$ cat src/rtl/upsample2x_with_memory_control_pkg.sv
// rtl/upsample2x_with_memory_control_pkg.sv - shared layer codes, sizes, widths and FSM encoding
package upsample2x_with_memory_control_pkg;

    localparam int input_map_address_datawidth  = 11;
    localparam int output_map_address_datawidth = 13;
    localparam int number_datawidth             = 16;
    localparam int size_datawidth               = 7;
    localparam int STATE_DATAWIDTH              = 4;

    localparam logic [STATE_DATAWIDTH-1:0] AVG1_STATE = 4'd7;
    localparam logic [STATE_DATAWIDTH-1:0] AVG2_STATE = 4'd8;
    localparam logic [STATE_DATAWIDTH-1:0] AVG3_STATE = 4'd9;
    localparam logic [STATE_DATAWIDTH-1:0] UP1_STATE  = 4'd10;
    localparam logic [STATE_DATAWIDTH-1:0] UP2_STATE  = 4'd11;
    localparam logic [STATE_DATAWIDTH-1:0] UP3_STATE  = 4'd12;

    localparam logic [size_datawidth-1:0] UP1_INPUT_SIZE = 7'd7;
    localparam logic [size_datawidth-1:0] UP2_INPUT_SIZE = 7'd18;
    localparam logic [size_datawidth-1:0] UP3_INPUT_SIZE = 7'd40;

    typedef enum logic [1:0] {
        ST_IDLE  = 2'd0,
        ST_READ  = 2'd1,
        ST_FLUSH = 2'd2,
        ST_DONE  = 2'd3
    } up_fsm_t;

    // Unknown layer codes fall back to the smallest map.
    function automatic logic [size_datawidth-1:0] size_for_state(
        input logic [STATE_DATAWIDTH-1:0] code
    );
        case (code)
            UP1_STATE: return UP1_INPUT_SIZE;
            UP2_STATE: return UP2_INPUT_SIZE;
            UP3_STATE: return UP3_INPUT_SIZE;
            default:   return UP1_INPUT_SIZE;
        endcase
    endfunction

endpackage

$ cat src/rtl/upsample2x_with_memory_control_if.sv
// rtl/upsample2x_with_memory_control_if.sv - source-read / destination-write BRAM bus
interface upsample2x_with_memory_control_if
    import upsample2x_with_memory_control_pkg::*;
();

    logic [number_datawidth-1:0]             BRAM_Up_In;
    logic [input_map_address_datawidth-1:0]  BRAM_Up_In_Address;
    logic [number_datawidth-1:0]             BRAM_Up_Out;
    logic [output_map_address_datawidth-1:0] BRAM_Up_Out_Address;
    logic                                    wr_ena;

    modport master (
        input  BRAM_Up_In,
        output BRAM_Up_In_Address,
        output BRAM_Up_Out,
        output BRAM_Up_Out_Address,
        output wr_ena
    );

    modport slave (
        output BRAM_Up_In,
        input  BRAM_Up_In_Address,
        input  BRAM_Up_Out,
        input  BRAM_Up_Out_Address,
        input  wr_ena
    );

endinterface

$ cat src/rtl/upsample2x_with_memory_control_addr_gen.sv
// rtl/upsample2x_with_memory_control_addr_gen.sv - incremental raster address generator (no multiply/divide)
module upsample_addr_gen
    import upsample2x_with_memory_control_pkg::*;
(
    input  logic                                    clk,
    input  logic                                    resetn,
    input  logic                                    clear,
    input  logic                                    advance,
    input  logic [size_datawidth-1:0]               n,
    output logic [input_map_address_datawidth-1:0]  src_addr,
    output logic [output_map_address_datawidth-1:0] dst_addr,
    output logic                                    last
);

    logic [size_datawidth-1:0]               row;
    logic [size_datawidth-1:0]               col;
    logic [input_map_address_datawidth-1:0]  src_col;
    logic [input_map_address_datawidth-1:0]  src_row_base;
    logic [output_map_address_datawidth-1:0] dst;
    logic [size_datawidth-1:0]               two_n_m1;
    logic [input_map_address_datawidth-1:0]  n_ext;
    logic                                    row_end;

    assign two_n_m1 = n + n - 7'd1;
    assign n_ext    = {{(input_map_address_datawidth-size_datawidth){1'b0}}, n};
    assign row_end  = (col == two_n_m1);

    assign src_addr = src_col;
    assign dst_addr = dst;
    assign last     = row_end && (row == two_n_m1);

    always_ff @(posedge clk) begin
        if (!resetn || clear) begin
            row          <= '0;
            col          <= '0;
            src_col      <= '0;
            src_row_base <= '0;
            dst          <= '0;
        end else if (advance) begin
            dst <= dst + 13'd1;
            if (row_end) begin
                col <= '0;
                row <= row + 7'd1;
                // Odd output rows close a source row: move the base down one source row.
                if (row[0]) begin
                    src_row_base <= src_row_base + n_ext;
                    src_col      <= src_row_base + n_ext;
                end else begin
                    src_col <= src_row_base;
                end
            end else begin
                col <= col + 7'd1;
                if (col[0]) begin
                    src_col <= src_col + 11'd1;
                end
            end
        end
    end

endmodule

$ cat src/rtl/upsample2x_with_memory_control.sv
// rtl/upsample2x_with_memory_control.sv - 2x nearest-neighbour float16 map upsampler between BRAMs
module upsample2x_with_memory_control
    import upsample2x_with_memory_control_pkg::*;
(
    input  logic                       clk,
    input  logic                       reset,
    input  logic                       start,
    input  logic [STATE_DATAWIDTH-1:0] state,
    upsample2x_with_memory_control_if.master bram,
    output logic                       busy,
    output logic                       done
);

    up_fsm_t                                 fsm;
    logic [size_datawidth-1:0]               n_q;
    logic                                    last_q;
    logic                                    issue;
    logic                                    clear;
    logic                                    gen_last;
    logic [input_map_address_datawidth-1:0]  src_addr;
    logic [output_map_address_datawidth-1:0] dst_addr;
    logic                                    wr_ena_q;
    logic [output_map_address_datawidth-1:0] out_addr_q;

    assign issue = (fsm == ST_READ) && !last_q;
    assign clear = (fsm == ST_IDLE) && start;

    upsample_addr_gen u_addr_gen (
        .clk      (clk),
        .resetn   (reset),
        .clear    (clear),
        .advance  (issue),
        .n        (n_q),
        .src_addr (src_addr),
        .dst_addr (dst_addr),
        .last     (gen_last)
    );

    assign bram.BRAM_Up_In_Address  = issue ? src_addr : '0;
    assign bram.BRAM_Up_Out_Address = out_addr_q;
    assign bram.wr_ena              = wr_ena_q;
    // Read data arrives exactly when its registered write strobe does.
    assign bram.BRAM_Up_Out         = wr_ena_q ? bram.BRAM_Up_In : '0;

    always_ff @(posedge clk) begin
        if (!reset) begin
            fsm        <= ST_IDLE;
            n_q        <= UP1_INPUT_SIZE;
            last_q     <= 1'b0;
            busy       <= 1'b0;
            done       <= 1'b0;
            wr_ena_q   <= 1'b0;
            out_addr_q <= '0;
        end else begin
            wr_ena_q <= issue;
            done     <= 1'b0;
            if (issue) begin
                out_addr_q <= dst_addr;
            end
            case (fsm)
                ST_IDLE: begin
                    if (start) begin
                        fsm        <= ST_READ;
                        busy       <= 1'b1;
                        n_q        <= size_for_state(state);
                        last_q     <= 1'b0;
                        out_addr_q <= '0;
                    end
                end
                ST_READ: begin
                    // last_q holds READ one more cycle so the final write lands before FLUSH.
                    if (last_q) begin
                        fsm <= ST_FLUSH;
                    end else if (gen_last) begin
                        last_q <= 1'b1;
                    end
                end
                ST_FLUSH: begin
                    fsm  <= ST_DONE;
                    busy <= 1'b0;
                    done <= 1'b1;
                end
                ST_DONE: begin
                    fsm <= ST_IDLE;
                end
                default: begin
                    fsm <= ST_IDLE;
                end
            endcase
        end
    end

endmodule

$ cat src/flat_wrapper.sv
// flat-port wrapper written by rule: the top's interface ports become plain ports
module upsample2x_with_memory_control_flat import upsample2x_with_memory_control_pkg::*;
  (clk, reset, start, state, busy, done, bram_BRAM_Up_In, bram_BRAM_Up_In_Address, bram_BRAM_Up_Out, bram_BRAM_Up_Out_Address, bram_wr_ena);
  upsample2x_with_memory_control_if bram_i ();
  input  logic clk;
  input  logic reset;
  input  logic start;
  input  logic [STATE_DATAWIDTH-1:0] state;
  output logic busy;
  output logic done;
  input wire logic [$bits(bram_i.BRAM_Up_In)-1:0] bram_BRAM_Up_In;
  output wire logic [$bits(bram_i.BRAM_Up_In_Address)-1:0] bram_BRAM_Up_In_Address;
  output wire logic [$bits(bram_i.BRAM_Up_Out)-1:0] bram_BRAM_Up_Out;
  output wire logic [$bits(bram_i.BRAM_Up_Out_Address)-1:0] bram_BRAM_Up_Out_Address;
  output wire logic [$bits(bram_i.wr_ena)-1:0] bram_wr_ena;
  assign bram_i.BRAM_Up_In = bram_BRAM_Up_In;
  assign bram_BRAM_Up_In_Address = bram_i.BRAM_Up_In_Address;
  assign bram_BRAM_Up_Out = bram_i.BRAM_Up_Out;
  assign bram_BRAM_Up_Out_Address = bram_i.BRAM_Up_Out_Address;
  assign bram_wr_ena = bram_i.wr_ena;
  upsample2x_with_memory_control u_core (.clk(clk), .reset(reset), .start(start), .state(state), .bram(bram_i), .busy(busy), .done(done));
endmodule
$ cat config.mk
export PLATFORM = sky130hd
export DESIGN_NAME = upsample2x_with_memory_control_flat
export DESIGN_NICKNAME = d
export VERILOG_FILES = /design/src/rtl/upsample2x_with_memory_control_pkg.sv /design/src/rtl/upsample2x_with_memory_control_if.sv /design/src/rtl/upsample2x_with_memory_control_addr_gen.sv /design/src/rtl/upsample2x_with_memory_control.sv /design/src/flat_wrapper.sv
export SDC_FILE = /design/constraint.sdc
export NUM_CORES = 1
export LEC_CHECK = 0
export ABC_AREA = 1
export ABC_CLOCK_PERIOD_IN_PS = 3600
export CORE_MARGIN = 2
export CORE_UTILIZATION = 50
export DETAILED_ROUTE_END_ITERATION = 10
export PLACE_DENSITY = 0.76
export SKIP_CTS_REPAIR_TIMING = 1
export SYNTH_ARGS = -nofsm -noshare
export SYNTH_HDL_FRONTEND = slang
export SYNTH_SLANG_ARGS = --single-unit
$ cat constraint.sdc
create_clock -name clk -period 3.6 [get_ports clk]
set_input_delay 0.54 -clock clk [delete_from_list [all_inputs] [get_ports clk]]
set_output_delay 0.54 -clock clk [all_outputs]
set_load 0.02 [all_outputs]
==> results.yml, run 1 <==
power:
  p_per_area_nw_per_um2: 431
  leakage_nw: 2.12
  p_total_mw: 2.14
  peakVddDrop_uv: 391
timing:
  fin_crit_sh_pct: 75.9
  min_period_ps: 2730
  rsz0062_at_grt: "false"
  setup_ws_ps: 866
  drv_slew: 0
  fin_tns_setup_ps: 0
  worstMarginPinSlew_ps: 595
  setup_violations: 0
  maxSlewHeadroom_pct: 60.2
  finalHoldViolations: 0
  fin_skew_ps: 9.97
  clock.fmax_ghz: 0.366
route:
  post_drt_wl_per_cell_um: 12.6
  vias: 3995
  vias_per_cell: 5.12
  ant_nets: 0
  dr.first_iter.drc_count: 188
  drt_wl_total_um: 9860
  drc_errors: 0
  firstDrtPassIters: 6
cts:
  root_buffer: "clkbuf_8"
  cts_buffers: 9
  cts.path.max_buffers: 2
  cts_tree: "yes"
  clock_sinks: 72
  insertion_delay_ps: 350
  h-tree-depth: 3
  clk_pin_slew_ps: 90
placement:
  port-buffer-count: 65
  dp_hpwl_um: 7290
  dpl-instance-area_um2: 4800
  globalplace.congestion: 0.913
  dp_slack_ps: 1180
layout:
  nets: 714
  area_delta_synth_final_pct: 22.0
  diodes: 0
  final_common_cell: "nand2_1"
  fin_area_um2: 4970
  drive_gt1_share_pct: 5.30
  nFillCells: 710
  layout_common_cells: "nand2_1 (160), inv_1 (88), dfxtp_1 (72)"
synthesis:
  synth_area_um2: 4080
  synth-seq-cells: 72
  ys_types: 37
  synth_edf_count: 0
  synth-main-ff-cell: "dfxtp_1"
  avgSynthCellArea_um2: 6.66
  seq_area_frac_synth_pct: 35.4
  syn-num-nets: 652
  syn_inst: 612
  synth_warnings: 0
  async_reset_ff_share_pct: 0
floorplan:
  die_h_um: 94.3
  start_util_pct: 52.2
  io_pins: 66
  die_w_um: 94.3
  num_rows: 32
  core_area_um2: 7810
  dieArea_um2: 8890
setup_path:
  cp.arrival_ps: 2190
  critical_path_class: "flip-flop to output pin"
  crit_fanout: 25
  end_kind: "output pin"
  required_ps: 3060
  start_kind: "flip-flop"
global_routing:
  grt_overflow_total: 0
  grt_max_degree: 31
  grt_pass1_wl_um: 16900
  globalRouteTotalUtil_pct: 23.6
  antenna_found_initial: 0
  grt_pass1_vias: 3793
min_path:
  hold_class: "flip-flop to flip-flop"
run:
  max_cap_violations: 0
run_status:
  status: "completed"
[worst max-delay path, cell delays in order (launching register included)]
cell	delay (ps)
dfxtp_1	320
inv_1	90
ha_1	200
nand2_2	360
nor2_1	230
clkdlybuf4s50_1	630
[sequential cells by signal, indices dropped and copies added, names as in the netlist]
register and cells:
u_core.u_addr_gen.src_row_base 11, u_core.fsm 2, u_core.u_addr_gen.dst_addr 13, u_core.u_addr_gen.row 7, u_core.busy 1, u_core.u_addr_gen.src_addr 11
u_core.done 1, u_core.u_addr_gen.col 7, u_core.bram.BRAM_Up_Out_Address 13, u_core.bram.wr_ena 1, u_core.last_q 1, u_core.n_q 4
[synth_stat cells (all sizes together) (3+ instances only)]
cell type | n | area (um^2)
a21oi | 49 | 268
buf | 7 | 43.8
clkbuf | 10 | 37.5
dfxtp | 72 | 1440
ha | 16 | 200
inv | 90 | 340
nand2 | 163 | 624
nand3 | 40 | 218
nand3b | 4 | 30.0
nand4 | 6 | 37.5
nor2 | 74 | 304
nor3 | 9 | 45.0
o211ai | 3 | 22.5
o21ai | 37 | 185
o21bai | 3 | 22.5
xor2 | 19 | 166
[cell type report]
type | instances | area (um^2) | area share [%]
tap | 102 | 128 | 2.57
multi-input combinational | 433 | 2210 | 44.5
timing repair buffer | 68 | 673 | 13.5
sequential | 72 | 1440 | 29.0
clock inverter | 7 | 53.8 | 1.08
clock buffer | 9 | 124 | 2.49
inverter | 90 | 340 | 6.84
[cells by family (layout without fill, tap and decap cells)]
| logic type | after synthesis | count (layout) | share of synthesized area (%) |
|---|---|---|---|
| compound gates | 97 | 97 | 13.2 |
| xor+xnor | 20 | 20 | 4.30 |
| fa+ha+maj | 17 | 17 | 5.40 |
| buf+inv | 107 | 174 | 10.3 |
| flops | 72 | 72 | 35.4 |
| mux | 1 | 1 | 0.246 |
| simple gates | 298 | 298 | 31.2 |
[layer usage]
layer | global-route usage [%] | wire length (um) | vias to the layer above
met3 | 5.46 | 405 | 12
li1 | - | - | 2050
met5 | 0 | 0 | -
met1 | 29.5 | 4590 | 1845
met4 | 7.25 | 124 | 0
met2 | 40.2 | 4740 | 88
[report_power, final]
part / leakage (nW) / total (mW) / internal [mW] / switching, mW
clock network: 0.0822 / 0.584 / 0.254 / 0.329
registers: 0.582 / 0.923 / 0.863 / 0.0604
logic: 1.45 / 0.638 / 0.240 / 0.397
total: 2.12 / 2.14 / 1.36 / 0.787
[path summary, 6_finish.rpt]
kind / start / to / slack, ps / cells past startpoint
setup / recovery: u_core.fsm[1]$_SDFFE_PN0P_ / bram_BRAM_Up_In_Address[10] / 870 / 5
hold / removal: u_core.bram.BRAM_Up_Out_Address[0]$_SDFF_PN0_ / u_core.bram.BRAM_Up_Out_Address[0]$_SDFF_PN0_ / 470 / 2
setup reg to reg: u_core.n_q[2]$_SDFFE_PN1P_ / u_core.u_addr_gen.col[6]$_SDFFE_PP0P_ / 1220 / 12
hold reg to reg: u_core.bram.BRAM_Up_Out_Address[0]$_SDFF_PN0_ / u_core.bram.BRAM_Up_Out_Address[0]$_SDFF_PN0_ / 470 / 2
[through the flow]
stage	hold slack, ps	cells	util (%)
3_5_place_dp	459	765	61.4
6_report	469	781	63.7
4_1_cts	470	781	63.7
5_1_grt	479	781	63.7
3_3_place_gp	458	765	61.4
2_1_floorplan	445	612	-
Note: power is estimated with default switching activity, not from simulation.
==> run 2: changes to the inputs <==
- ABC_CLOCK_PERIOD_IN_PS: 3600 -> 2700
- clock period: 3.6 -> 2.7 ns (I/O delays scaled with it)
==> run 2 against run 1 <==
Die area unchanged. Final cell count grew 0.13%. Setup slack got worse by 590 ps. Register-to-register slack got worse by 950 ps. Via count grew 1.0%. Non-clock buffer count is 1 higher. Sequential share of layout area fell by 0.13 points. Highest routed layer unchanged.
==> results.yml, run 2 (synthesis results as in run 1) <==
floorplan:
  start_util_pct: 52.2
  dieArea_um2: 8890
  die_h_um: 94.3
  num_rows: 32
  io_pins: 66
  die_w_um: 94.3
  core_area_um2: 7810
setup_path:
  start_kind: "flip-flop"
  critical_path_class: "flip-flop to flip-flop"
  crit_chain: "inv_1 > ha_1 > inv_1 > nand2_1 > nand2_1 > nand3_1 > nor2_4 > nand3_4 > inv_4 > nand2_4 > nand2_1 > nor2_1"
  cp.arrival_ps: 2670
  end_kind: "flip-flop"
  path_buf_inv: 3
  required_ps: 2940
  crit_path_frequent_cell: "nand2_1"
  slowest_stage: "dfxtp_1"
  r2r_slack_ps: 270
  critical_path.top_delay_family: "simple AND/OR/NAND/NOR gates"
  critPathMaxStageDelay_ps: 480
  crit_fanout: 17
power:
  p_total_mw: 2.89
  leakage_nw: 2.13
  p_per_area_nw_per_um2: 578
  peakVddDrop_uv: 547
global_routing:
  antenna_found_initial: 0
  grt_overflow_total: 0
  grt_pass1_vias: 3772
  grt_pass1_wl_um: 16800
  grt_max_degree: 31
  globalRouteTotalUtil_pct: 23.3
placement:
  port-buffer-count: 65
  dp_hpwl_um: 7140
  dpl-instance-area_um2: 4800
  globalplace.congestion: 0.876
  dp_cells: 766
  dp_slack_ps: 291
layout:
  final_common_cell: "nand2_1"
  nFillCells: 723
  layout_common_cells: "nand2_1 (160), inv_1 (88), dfxtp_1 (72)"
  utilization_pct: 64.0
  area_delta_synth_final_pct: 22.6
  diodes: 0
  fin_area_um2: 5000
  fin_cells: 782
  nets: 715
  drive_gt1_share_pct: 5.44
timing:
  drv_slew: 0
  setup_violations: 0
  min_period_ps: 2430
  clock.fmax_ghz: 0.412
  fin_skew_ps: 11.1
  finalHoldViolations: 0
  maxSlewHeadroom_pct: 66.5
  worstMarginPinSlew_ps: 502
  setup_ws_ps: 273
  rsz0062_at_grt: "false"
  fin_tns_setup_ps: 0
  fin_crit_sh_pct: 89.9
  whs_ps: 474
route:
  firstDrtPassIters: 4
  ant_nets: 0
  dr.first_iter.drc_count: 208
  drt_wl_total_um: 9750
  post_drt_wl_per_cell_um: 12.5
  vias: 4036
  drc_errors: 0
  vias_per_cell: 5.16
cts:
  insertion_delay_ps: 350
  cts.path.max_buffers: 2
  clk_pin_slew_ps: 80
  cts_buffers: 9
  cts_tree: "yes"
  root_buffer: "clkbuf_8"
  h-tree-depth: 3
  clock_sinks: 72
min_path:
  hold_class: "flip-flop to flip-flop"
run_status:
  status: "completed"
run:
  max_cap_violations: 0
[run 2: routing by layer]
layer  up-vias  wire [um]  track usage (%)
met5         -          0                0
met4         0        163             7.85
met3        16        376             5.14
met2        96       4710             38.8
met1      1867       4500             29.8
li1       2057          -                -
[run 2: worst min-delay path, cell delays in order (launching register included)]
cell     delay [ps]
dfxtp_1         320
nand2_1          60
a21oi_1          60
[run 2: report_power, final]
group / internal, mW / switching, mW / total, mW / leakage, nW
Clock: 0.368 / 0.445 / 0.813 / 0.0895
Sequential: 1.15 / 0.0802 / 1.23 / 0.582
Combinational: 0.323 / 0.523 / 0.846 / 1.46
Total: 1.84 / 1.05 / 2.89 / 2.13
[run 2: final timing paths]
path	endpoint	startpoint	depth (start not counted)
min	u_core.bram.BRAM_Up_Out_Address[0]$_SDFF_PN0_	u_core.bram.BRAM_Up_Out_Address[0]$_SDFF_PN0_	2
min reg2reg	u_core.bram.BRAM_Up_Out_Address[0]$_SDFF_PN0_	u_core.bram.BRAM_Up_Out_Address[0]$_SDFF_PN0_	2
max	u_core.u_addr_gen.col[2]$_SDFFE_PP0P_	u_core.n_q[2]$_SDFFE_PN1P_	12
max reg2reg	u_core.u_addr_gen.col[2]$_SDFFE_PP0P_	u_core.n_q[2]$_SDFFE_PN1P_	12
[run 2: final cells by class]
type / count / area, um^2 / area share [%]
Clock buffer: 10 / 138 / 2.75
Inverter: 90 / 340 / 6.81
Timing Repair Buffer: 69 / 681 / 13.6
Sequential cell: 72 / 1440 / 28.9
Clock inverter: 6 / 50.0 / 1.00
Tap cell: 102 / 128 / 2.55
Multi-Input combinational cell: 433 / 2220 / 44.4
